### src/rtl/bullet_pkg.sv
// Shared types and constants for the bullet pool and its per-slot engine.
package bullet_pkg;

  typedef logic signed [9:0] vel_t;

  localparam int unsigned WALL_LEFT   = 0;
  localparam int unsigned WALL_RIGHT  = 1;
  localparam int unsigned WALL_TOP    = 2;
  localparam int unsigned WALL_BOTTOM = 3;

  localparam logic [7:0] DEFAULT_STEP = 8'h10;

  // Scale a sign-magnitude Q1.7 heading by the sign-magnitude speed step.
  // flip inverts the resulting direction (screen y grows downward).
  function automatic vel_t heading_vel(input logic [7:0] step,
                                       input logic [7:0] trig,
                                       input logic       flip);
    logic [13:0] prod;
    vel_t        mag;
    prod = {7'b0, step[6:0]} * {7'b0, trig[6:0]};
    mag  = vel_t'({3'b000, prod[13:7]});
    return (step[7] ^ trig[7] ^ flip) ? -mag : mag;
  endfunction

endpackage

### src/rtl/bullet_slot.sv
// One bullet slot: position, velocity, lifetime timer and bounce count.
module bullet_slot
  import bullet_pkg::*;
#(
  parameter int unsigned LIFETIME    = 1000,
  parameter int unsigned MAX_BOUNCES = 0
) (
  input  logic       frame_clk,
  input  logic       Reset,
  input  logic       clear,
  input  logic       spawn,
  input  logic [9:0] spawn_x,
  input  logic [9:0] spawn_y,
  input  vel_t       spawn_vx,
  input  vel_t       spawn_vy,
  input  logic [3:0] wall,
  input  logic       hit,
  output logic       active,
  output logic [9:0] pos_x,
  output logic [9:0] pos_y
);

  // The timer only ever holds 0..LIFETIME-1; it is cleared once the slot dies.
  localparam int unsigned   TW           = (LIFETIME > 1) ? $clog2(LIFETIME) : 1;
  localparam logic [TW-1:0] LAST_MOVE    = TW'(LIFETIME - 1);
  localparam logic [7:0]    BOUNCE_LIMIT = 8'(MAX_BOUNCES);

  vel_t          vx;
  vel_t          vy;
  vel_t          next_vx;
  vel_t          next_vy;
  logic [TW-1:0] timer;
  logic [7:0]    bounces;
  logic          vert_hit;
  logic          horiz_hit;
  logic          any_wall;
  logic          bounce_out;
  logic          expire;

  // Reflection and expiry decisions for the current frame.
  always_comb begin
    vert_hit   = wall[WALL_TOP] | wall[WALL_BOTTOM];
    horiz_hit  = wall[WALL_LEFT] | wall[WALL_RIGHT];
    any_wall   = vert_hit | horiz_hit;
    bounce_out = (MAX_BOUNCES != 0) && any_wall && (bounces == BOUNCE_LIMIT);
    next_vx    = horiz_hit ? -vx : vx;
    next_vy    = vert_hit  ? -vy : vy;
    expire     = (timer == LAST_MOVE);
  end

  // Slot state: spawn load, then per-frame hit / bounce / move / expiry.
  always_ff @(posedge frame_clk) begin
    if (Reset || clear) begin
      active  <= 1'b0;
      pos_x   <= '0;
      pos_y   <= '0;
      vx      <= '0;
      vy      <= '0;
      timer   <= '0;
      bounces <= '0;
    end else if (spawn) begin
      active  <= 1'b1;
      pos_x   <= spawn_x;
      pos_y   <= spawn_y;
      vx      <= spawn_vx;
      vy      <= spawn_vy;
      timer   <= '0;
      bounces <= '0;
    end else if (active) begin
      // A kill or an exhausted bounce budget stops the bullet where it is.
      if (hit || bounce_out) begin
        active <= 1'b0;
      end else begin
        vx    <= next_vx;
        vy    <= next_vy;
        pos_x <= pos_x + $unsigned(next_vx);
        pos_y <= pos_y + $unsigned(next_vy);
        timer <= timer + 1'b1;
        if (any_wall && (bounces != 8'hFF)) begin
          bounces <= bounces + 8'd1;
        end
        if (expire) begin
          active <= 1'b0;
        end
      end
    end else begin
      pos_x   <= '0;
      pos_y   <= '0;
      vx      <= '0;
      vy      <= '0;
      timer   <= '0;
      bounces <= '0;
    end
  end

endmodule

### src/rtl/bullet_pool.sv
// Bullet pool: fire-edge detection, cooldown, slot allocation and live count.
module bullet_pool
  import bullet_pkg::*;
#(
  parameter int unsigned NUM_BULLETS  = 5,
  parameter int unsigned LIFETIME     = 1000,
  parameter int unsigned COOLDOWN     = 8,
  parameter int unsigned SPAWN_OFFSET = 5,
  parameter int unsigned MAX_BOUNCES  = 0,
  parameter logic [7:0]  STEP         = DEFAULT_STEP
) (
  input  logic                        frame_clk,
  input  logic                        Reset,
  input  logic [1:0]                  game_end,
  input  logic                        fire,
  input  logic [9:0]                  tankX,
  input  logic [9:0]                  tankY,
  input  logic [7:0]                  sin,
  input  logic [7:0]                  cos,
  input  logic [4*NUM_BULLETS-1:0]    wall_hit,
  input  logic [NUM_BULLETS-1:0]      hit,
  output logic [10*NUM_BULLETS-1:0]   bullet_x,
  output logic [10*NUM_BULLETS-1:0]   bullet_y,
  output logic [NUM_BULLETS-1:0]      active,
  output logic                        fire_ack,
  output logic [3:0]                  live_count
);

  localparam int unsigned   CW      = (COOLDOWN > 0) ? $clog2(COOLDOWN + 1) : 1;
  localparam logic [CW-1:0] CD_LOAD = CW'(COOLDOWN);
  localparam logic [9:0]    OFFSET  = 10'(SPAWN_OFFSET);

  logic                   fire_q;
  logic [CW-1:0]          cooldown;
  logic                   pool_clear;
  logic                   fire_edge;
  logic                   slot_free;
  logic                   accept;
  logic [NUM_BULLETS-1:0] free_onehot;
  logic [NUM_BULLETS-1:0] spawn;
  vel_t                   shot_vx;
  vel_t                   shot_vy;
  logic [9:0]             shot_x;
  logic [9:0]             shot_y;

  // Velocity and spawn point of a shot fired this frame (wraps modulo 1024).
  always_comb begin
    shot_vx = heading_vel(STEP, cos, 1'b0);
    shot_vy = heading_vel(STEP, sin, 1'b1);
    shot_x  = tankX + OFFSET * $unsigned(shot_vx);
    shot_y  = tankY + OFFSET * $unsigned(shot_vy);
  end

  // Pick the lowest-index slot that was inactive at the start of this frame.
  always_comb begin
    free_onehot = '0;
    slot_free   = 1'b0;
    for (int unsigned i = 0; i < NUM_BULLETS; i++) begin
      if (!active[i] && !slot_free) begin
        free_onehot[i] = 1'b1;
        slot_free      = 1'b1;
      end
    end
    pool_clear = (game_end != 2'b00);
    fire_edge  = fire & ~fire_q;
    accept     = fire_edge && !pool_clear && (cooldown == '0) && slot_free;
    spawn      = accept ? free_onehot : '0;
  end

  // Population count of live slots.
  always_comb begin
    live_count = '0;
    for (int unsigned i = 0; i < NUM_BULLETS; i++) begin
      live_count = live_count + 4'(active[i]);
    end
  end

  // Fire edge history, acknowledge pulse and shot cooldown.
  always_ff @(posedge frame_clk) begin
    if (Reset || pool_clear) begin
      fire_q   <= 1'b0;
      fire_ack <= 1'b0;
      cooldown <= '0;
    end else begin
      fire_q   <= fire;
      fire_ack <= accept;
      if (accept) begin
        cooldown <= CD_LOAD;
      end else if (cooldown != '0) begin
        cooldown <= cooldown - 1'b1;
      end
    end
  end

  for (genvar g = 0; g < NUM_BULLETS; g++) begin : g_slot
    bullet_slot #(
      .LIFETIME    (LIFETIME),
      .MAX_BOUNCES (MAX_BOUNCES)
    ) u_slot (
      .frame_clk (frame_clk),
      .Reset     (Reset),
      .clear     (pool_clear),
      .spawn     (spawn[g]),
      .spawn_x   (shot_x),
      .spawn_y   (shot_y),
      .spawn_vx  (shot_vx),
      .spawn_vy  (shot_vy),
      .wall      (wall_hit[4*g +: 4]),
      .hit       (hit[g]),
      .active    (active[g]),
      .pos_x     (bullet_x[10*g +: 10]),
      .pos_y     (bullet_y[10*g +: 10])
    );
  end

endmodule

### config.mk
export PLATFORM = sky130hd
export DESIGN_NAME = bullet_pool
export DESIGN_NICKNAME = d
export VERILOG_FILES = /design/src/rtl/bullet_pkg.sv /design/src/rtl/bullet_slot.sv /design/src/rtl/bullet_pool.sv
export SDC_FILE = /design/constraint.sdc
export NUM_CORES = 1
export LEC_CHECK = 0
export ABC_AREA = 1
export CAP_MARGIN = 40
export CORE_MARGIN = 4
export CORE_UTILIZATION = 40
export CTS_BUF_LIST = sky130_fd_sc_hd__clkbuf_8
export DETAILED_ROUTE_END_ITERATION = 10
export MAX_ROUTING_LAYER = met4
export PLACE_DENSITY = 0.62
export SLEW_MARGIN = 20
export SYNTH_ARGS = -nofsm -noshare
export SYNTH_HDL_FRONTEND = slang
export SYNTH_SLANG_ARGS = --single-unit
### constraint.sdc
create_clock -name frame_clk -period 4.82 [get_ports frame_clk]
set_input_delay 0.964 -clock frame_clk [delete_from_list [all_inputs] [get_ports frame_clk]]
set_output_delay 0.964 -clock frame_clk [all_outputs]
set_load 0.005 [all_outputs]
; ---- Word-level counts from Yosys, hierarchy flattened
; Index checks and enable logic that the tools add are counted.
[classes]
n_reduce_logical = 26
n_eq_ne = 10
add_sub_neg = 34
bitwise_logic = 17
n_mul = 2
n_mux = 104
[op_table]
columns = operator, count
row1 = $mux W10, 72
row2 = $add A10 B10 Y10, 12
row3 = $neg A10 Y10, 10
row4 = $add A10 B1 Y10 const B, 5
row5 = $eq A10 B10 Y1 const B, 5
row6 = $mux W1, 29
row7 = $mul A3 B10 Y10 const A, 2
row8 = $neg A4 Y10, 2
row9 = $ne A3 B3 Y1 const B, 5
row10 = $reduce_or A3 Y1, 5
row11 = $or A1 B1 Y1, 10
row12 = $logic_not A1 Y1, 8
row13 = $mux W4, 2
row14 = $logic_and A1 B1 Y1, 7
row15 = $not A1 Y1, 6
row16 = $mux W5, 1
row17 = $add A3 B1 Y4, 1
row18 = $add A4 B1 Y4, 1
row19 = $logic_not A4 Y1, 1
row20 = $reduce_bool A2 Y1, 2
row21 = $reduce_bool A4 Y1, 1
row22 = $sub A4 B1 Y4 const B, 1
row23 = $add A2 B1 Y3, 1
row24 = $add A1 B1 Y2, 1
row25 = other kinds (3), 3
[totals]
output_inout_bits = 110
elab_cells = 227
regBits = 261

; ---- Logic depth before layout (Yosys ltp)
[logic_depth]
depth_word = 15
ltp_mapped = 20
ltp_nobuf = 20

; ---- Modules after synthesis
; From an unflattened synthesis, not the netlist that was laid out.
[unflattened]
hier_cells = 2806
area_unflattened_um2 = 19715.2
[by_module_without_submodules]
columns = mod, seq_area_each_um2, cells_each, area_per_inst_um2, instances
row1 = bullet_slot (g_slot[2].u_slot ...), 1021.0, 504, 3529.6, 2
row2 = bullet_slot (g_slot[4].u_slot), 1021.0, 504, 3584.7, 1
row3 = bullet_slot (g_slot[0].u_slot), 1021.0, 503, 3568.4, 1
row4 = bullet_slot (g_slot[1].u_slot), 1021.0, 505, 3522.1, 1
row5 = bullet_pool, 120.1, 286, 1980.6, 1

; ---- Least setup slack after synthesis
; No wires, ideal clock.
[synth_path]
path_kind = input to register
from = input port cos[4]
to = register g_slot[1].u_slot.pos_x[8]
setup_slack_ps = 1092
path_stages = 17
setup_time_ps = 117
t_arrival_ps = 3611
n_path_buf = 0
required_ps = 4703
path_cell_list = nor3_1 > ha_1 > nand2_1 > o21ai_0 > ha_1 > inv_1 > fa_1 > inv_1 > ha_1 > nand2_1 > nand2_1 > a21oi_1 > nand3_1 > nand3_1 > nand2_1 > nor2_1 > nor2_1
[synth_between]
elab_chain_len = 5
[synth_lines]
columns = element, line_no
row1 = start: declaration, bullet_pool.sv:19  ; input logic [7:0] cos,
row2 = $neg A4 Y10, bullet_pkg.sv:22  ; return (step[7] ^ trig[7] ^ flip) ? -mag : mag;
row3 = $mux W10 (*), bullet_pkg.sv:22
row4 = $mul A3 B10 Y10 (*), bullet_pool.sv:50  ; shot_x = tankX + OFFSET * $unsigned(shot_vx);
row5 = $add A10 B10 Y10 (*), bullet_pool.sv:50
row6 = $mux W10 (*), bullet_slot.sv:61  ; end else if (spawn) begin
row7 = end signal: assignment, bullet_slot.sv:63  ; pos_x <= spawn_x;
row8 = end signal: assignment, bullet_slot.sv:76  ; pos_x <= pos_x + $unsigned(next_vx);
row9 = end: declaration, bullet_slot.sv:19  ; output logic [9:0] pos_x,
; Mark *: on every way between the ends. The rest lies on a longest branch, timed or not.
; A chain may end at the register's enable or synchronous reset.

; ---- Final worst setup path
[layout_path]
from = input port cos[3]
to = register g_slot[3].u_slot.pos_x[8]
[layout_between]
elab_chain_len = 5
[layout_lines]
columns = element, line_no
row1 = $neg A4 Y10, bullet_pkg.sv:22
row2 = $mux W10 (*), bullet_pkg.sv:22
row3 = $mul A3 B10 Y10 (*), bullet_pool.sv:50
row4 = $add A10 B10 Y10 (*), bullet_pool.sv:50
row5 = $mux W10 (*), bullet_slot.sv:61
row6 = end signal: assignment, bullet_slot.sv:63
row7 = end signal: assignment, bullet_slot.sv:76
row8 = end: declaration, bullet_slot.sv:19
; Marked as above.

==> results by group <==
Outcome
  • Status: finished, final reports clean

Global routing
  • Gr busiest metal: met2
  • Pin count of the biggest net entering global routing: 74
  • Total GRT Usage: 25.9%
  • GRT overflow: 0
  • Initial antenna violation count: 0
  • Met3 usage: 4.60%
  • First-pass GRT wire length: 102000 um
  • Via count of the first global-routing pass: 18600
  • Met2 Use GR: 40.4%
  • Met1 usage: 34.9%

Min path
  • Hold path depth: 1
  • Hold Path Sink: g_slot[2].u_slot.timer[9]
  • Hold WC Path Type: reg -> reg
  • Worst Hold Launch: g_slot[2].u_slot.timer[9]

Layout
  • Final #Nets: 3353
  • Final Non-Filler Cells: 3754
  • Share of layout cells above drive strength 1: 5.62%
  • Antenna cells: 0
  • Layout area overhead: 18.3%

Setup path
  • RR Endpoint: g_slot[1].u_slot.vy[5]
  • Critical path required time: 5350 ps
  • Setup CP Type: in -> reg
  • FF-to-FF path depth: 13
  • CP arrival: 4790 ps
  • R2r startpoint: g_slot[0].u_slot.active
  • Nature of the critical path endpoint: register
  • CP Launch Type: input port
  • Reg-to-reg setup timing slack: 1510 ps
  • CP Max Fanout: 6

Clocking
  • Clk buf depth: 3
  • Root Buffer: clkbuf_8
  • CTS tree: yes
  • CTS H-Tree Depth: 2
  • Postcts setup bufs: 0
  • Post-CTS Resized: 0
  • # clock sinks: 261
  • Hold buffers post-CTS: 0
  • Skew-Pair Late Insertion Delay: 650 ps
  • Inserted Clock Buffers: 51
  • CTS clk-pin slew, worst paths: 60 ps

Timing
  • Final Hold Fails: 0
  • RSZ-0062 raised after global routing: no
  • Headroom to the max-slew limit: 44.3%
  • Hold WS: 444 ps
  • Final clock skew: 34.4 ps
  • Slack of the critical path: 560 ps
  • Final Max Slew Viols: 0
  • Final setup fails: 0
  • FMAX: 235 MHz
  • Period utilization: 88.4%
  • Fin crit period: 4260 ps
  • Worst Tran Pin Value: 835 ps

Route
  • DRT iter0 DRCs: 1751
  • Routed wire per std cell: 17.7 um
  • Final ANT Viol Nets: 0
  • Vias per cell: 5.36
  • Detailed-route DRC error count: 0
  • DR vias: 20100
  • WL final: 66600 um
  • First-pass iteration count of the detailed router: 6

Die
  • Ports: 176
  • Initial core utilization: 40.8%
  • Die area: 51500 sq um
  • Die height: 227 um
  • Core Footprint: 47000 sq um
  • Row cnt: 79
  • Die span in x: 227 um

Placement
  • IO buf count: 168
  • Dpl cells: 3667
  • DP HPWL: 49400 um
  • Dpl ws: -95.1 ps
  • Final Wtd Congestion: 0.974

Logic synthesis
  • Register area share after synthesis: 27.3%
  • Post-synth EDFFs: 0
  • Syn_area_per_cell: 6.56 sq um
  • Post-synthesis net count: 3160
  • Yosys cell types: 48
  • Synth warn: 0
  • Top-area cell type share of the netlist area: 27.3%
  • Synth area leaders: dfxtp_1 (27%), nand2_1 (12%), ha_1 (9.9%)
  • Synthesized cell area: 19200 sq um
  • Yosys reg bits: 261
  • Post-Syn Instances: 2920
  • Top-count cell post-synth: nand2_1
  • Share of flip-flops with an asynchronous set or reset: 0%
  • Synth top cells by count: nand2_1 (634), inv_1 (366), nor2_1 (313)
  • Synth area leader: dfxtp_1
  • Top_reg_cell synth: dfxtp_1

Pwr
  • Max IR drop VDD: 0.000173 V
  • P_leak: 10.5 nW
  • Pwr dens: 243 nW/um^2

Run
  • Max-cap viol count: 0
## worst max path at each step
stage	startpoint	to	slack (ps)	depth (start not counted)
after global routing	cos[3]	g_slot[1].u_slot.pos_x[5]	320	18
after global placement	cos[3]	g_slot[3].u_slot.pos_x[8]	-90	20
after detailed placement	cos[3]	g_slot[3].u_slot.pos_x[8]	-100	20
after CTS	cos[3]	g_slot[3].u_slot.pos_x[8]	600	20
final	cos[3]	g_slot[3].u_slot.pos_x[8]	560	20
after floorplan	cos[4]	g_slot[1].u_slot.pos_x[8]	1090	17
## sequential cells by signal (all words and copies together) (netlist names)
| register | cells |
|---|---|
| cooldown | 4 |
| fire_ack | 1 |
| fire_q | 1 |
| g_slot.u_slot.active | 5 |
| g_slot.u_slot.pos_x | 50 |
| g_slot.u_slot.pos_y | 50 |
| g_slot.u_slot.timer | 50 |
| g_slot.u_slot.vx | 50 |
| g_slot.u_slot.vy | 50 |
## cell type report
cell class              instances  area, sq um
flip-flops and latches        261         5230
multi-input cells            2193        12100
clock inverters                25          109
fillers                      4782        24300
inverters                     375         1410
well taps                     607          759
repair buffers                231         2190
clock buffers                  62          853
## critical path: stages
cell and delay (ps):
clkdlybuf4s50_1 600, inv_1 80, ha_1 210, nand2_1 70, nand2_1 60, o22ai_1 520
ha_1 260, inv_1 50, fa_1 470, inv_1 40, ha_1 390, nand2_1 100
nand2_1 70, a21oi_1 170, nand3_1 140, buf_4 180, nand3_1 180, nand3_1 120
nand2_1 80, inv_1 30
## power breakdown
| part | switching [W] | internal (W) | total, W |
|---|---|---|---|
| clock network | 0.00104 | 0.00115 | 0.00219 |
| registers | 0.00000460 | 0.00216 | 0.00217 |
| logic | 0.000758 | 0.000399 | 0.00116 |
| total | 0.00181 | 0.00371 | 0.00551 |
## routing by layer
layer  routed length (um)  up-vias
met4                 1490        0
met3                 5400       99
met2                29300      712
met5                    0        -
met1                30400     9298
li1                     -    10000
## stage by stage
step / util (%) / total power [W] / cell area, sq um / setup TNS (ps)
floorplan: - / 0.00266 / 19200 / 0
detailed placement: 46.2 / 0.00335 / 21700 / -337
finish: 48.2 / 0.00551 / 22700 / 0
global placement: 46.2 / 0.00334 / 21700 / -596
CTS: 48.2 / 0.00556 / 22700 / 0
global route: 48.2 / 0.00574 / 22700 / 0
## cells by family (layout without fill, tap and decap cells)
logic type,Yosys count,after routing,share of synthesized area (%)
DFF,261,261,27.3
AOI/OAI and AO/OA,667,667,18.9
and+or+nand+nor,1253,1253,27.5
buffers and inverters,466,693,9.56
adders and majority gates,174,174,12.2
other,1,1,0.0196
xor gates and xnor gates,98,98,4.48
## cells in the final DEF, fill, tap and decap left out, types with 3 or more instances in the layout
master | Yosys | layout
nand2_1 | 634 | 634
inv_1 | 366 | 385
nor2_1 | 313 | 313
a21oi_1 | 267 | 267
dfxtp_1 | 261 | 261
o21ai_0 | 239 | 239
nand3_1 | 198 | 198
clkdlybuf4s50_1 | 0 | 168
ha_1 | 152 | 152
xor2_1 | 65 | 65
clkbuf_8 | 0 | 62
buf_4 | 6 | 60
a31oi_1 | 54 | 54
xnor2_1 | 33 | 33
nand4_1 | 24 | 24
or2_2 | 23 | 23
nor3_1 | 22 | 22
fa_1 | 22 | 22
o211ai_1 | 21 | 21
nand3b_1 | 18 | 18
o21ai_1 | 16 | 16
o22ai_1 | 16 | 16
o21bai_1 | 14 | 14
o21a_1 | 12 | 12
a21o_1 | 8 | 8
inv_2 | 7 | 7
nor3b_1 | 5 | 5
a21boi_0 | 5 | 5
a221oi_1 | 4 | 4
a211oi_1 | 4 | 4
nor2_2 | 4 | 3
nand2_2 | 3 | 3
nand2_4 | 3 | 3
clkinvlp_4 | 0 | 3
clkinv_2 | 0 | 3
buf_12 | 0 | 3
Power figures use the tool's default switching activity.
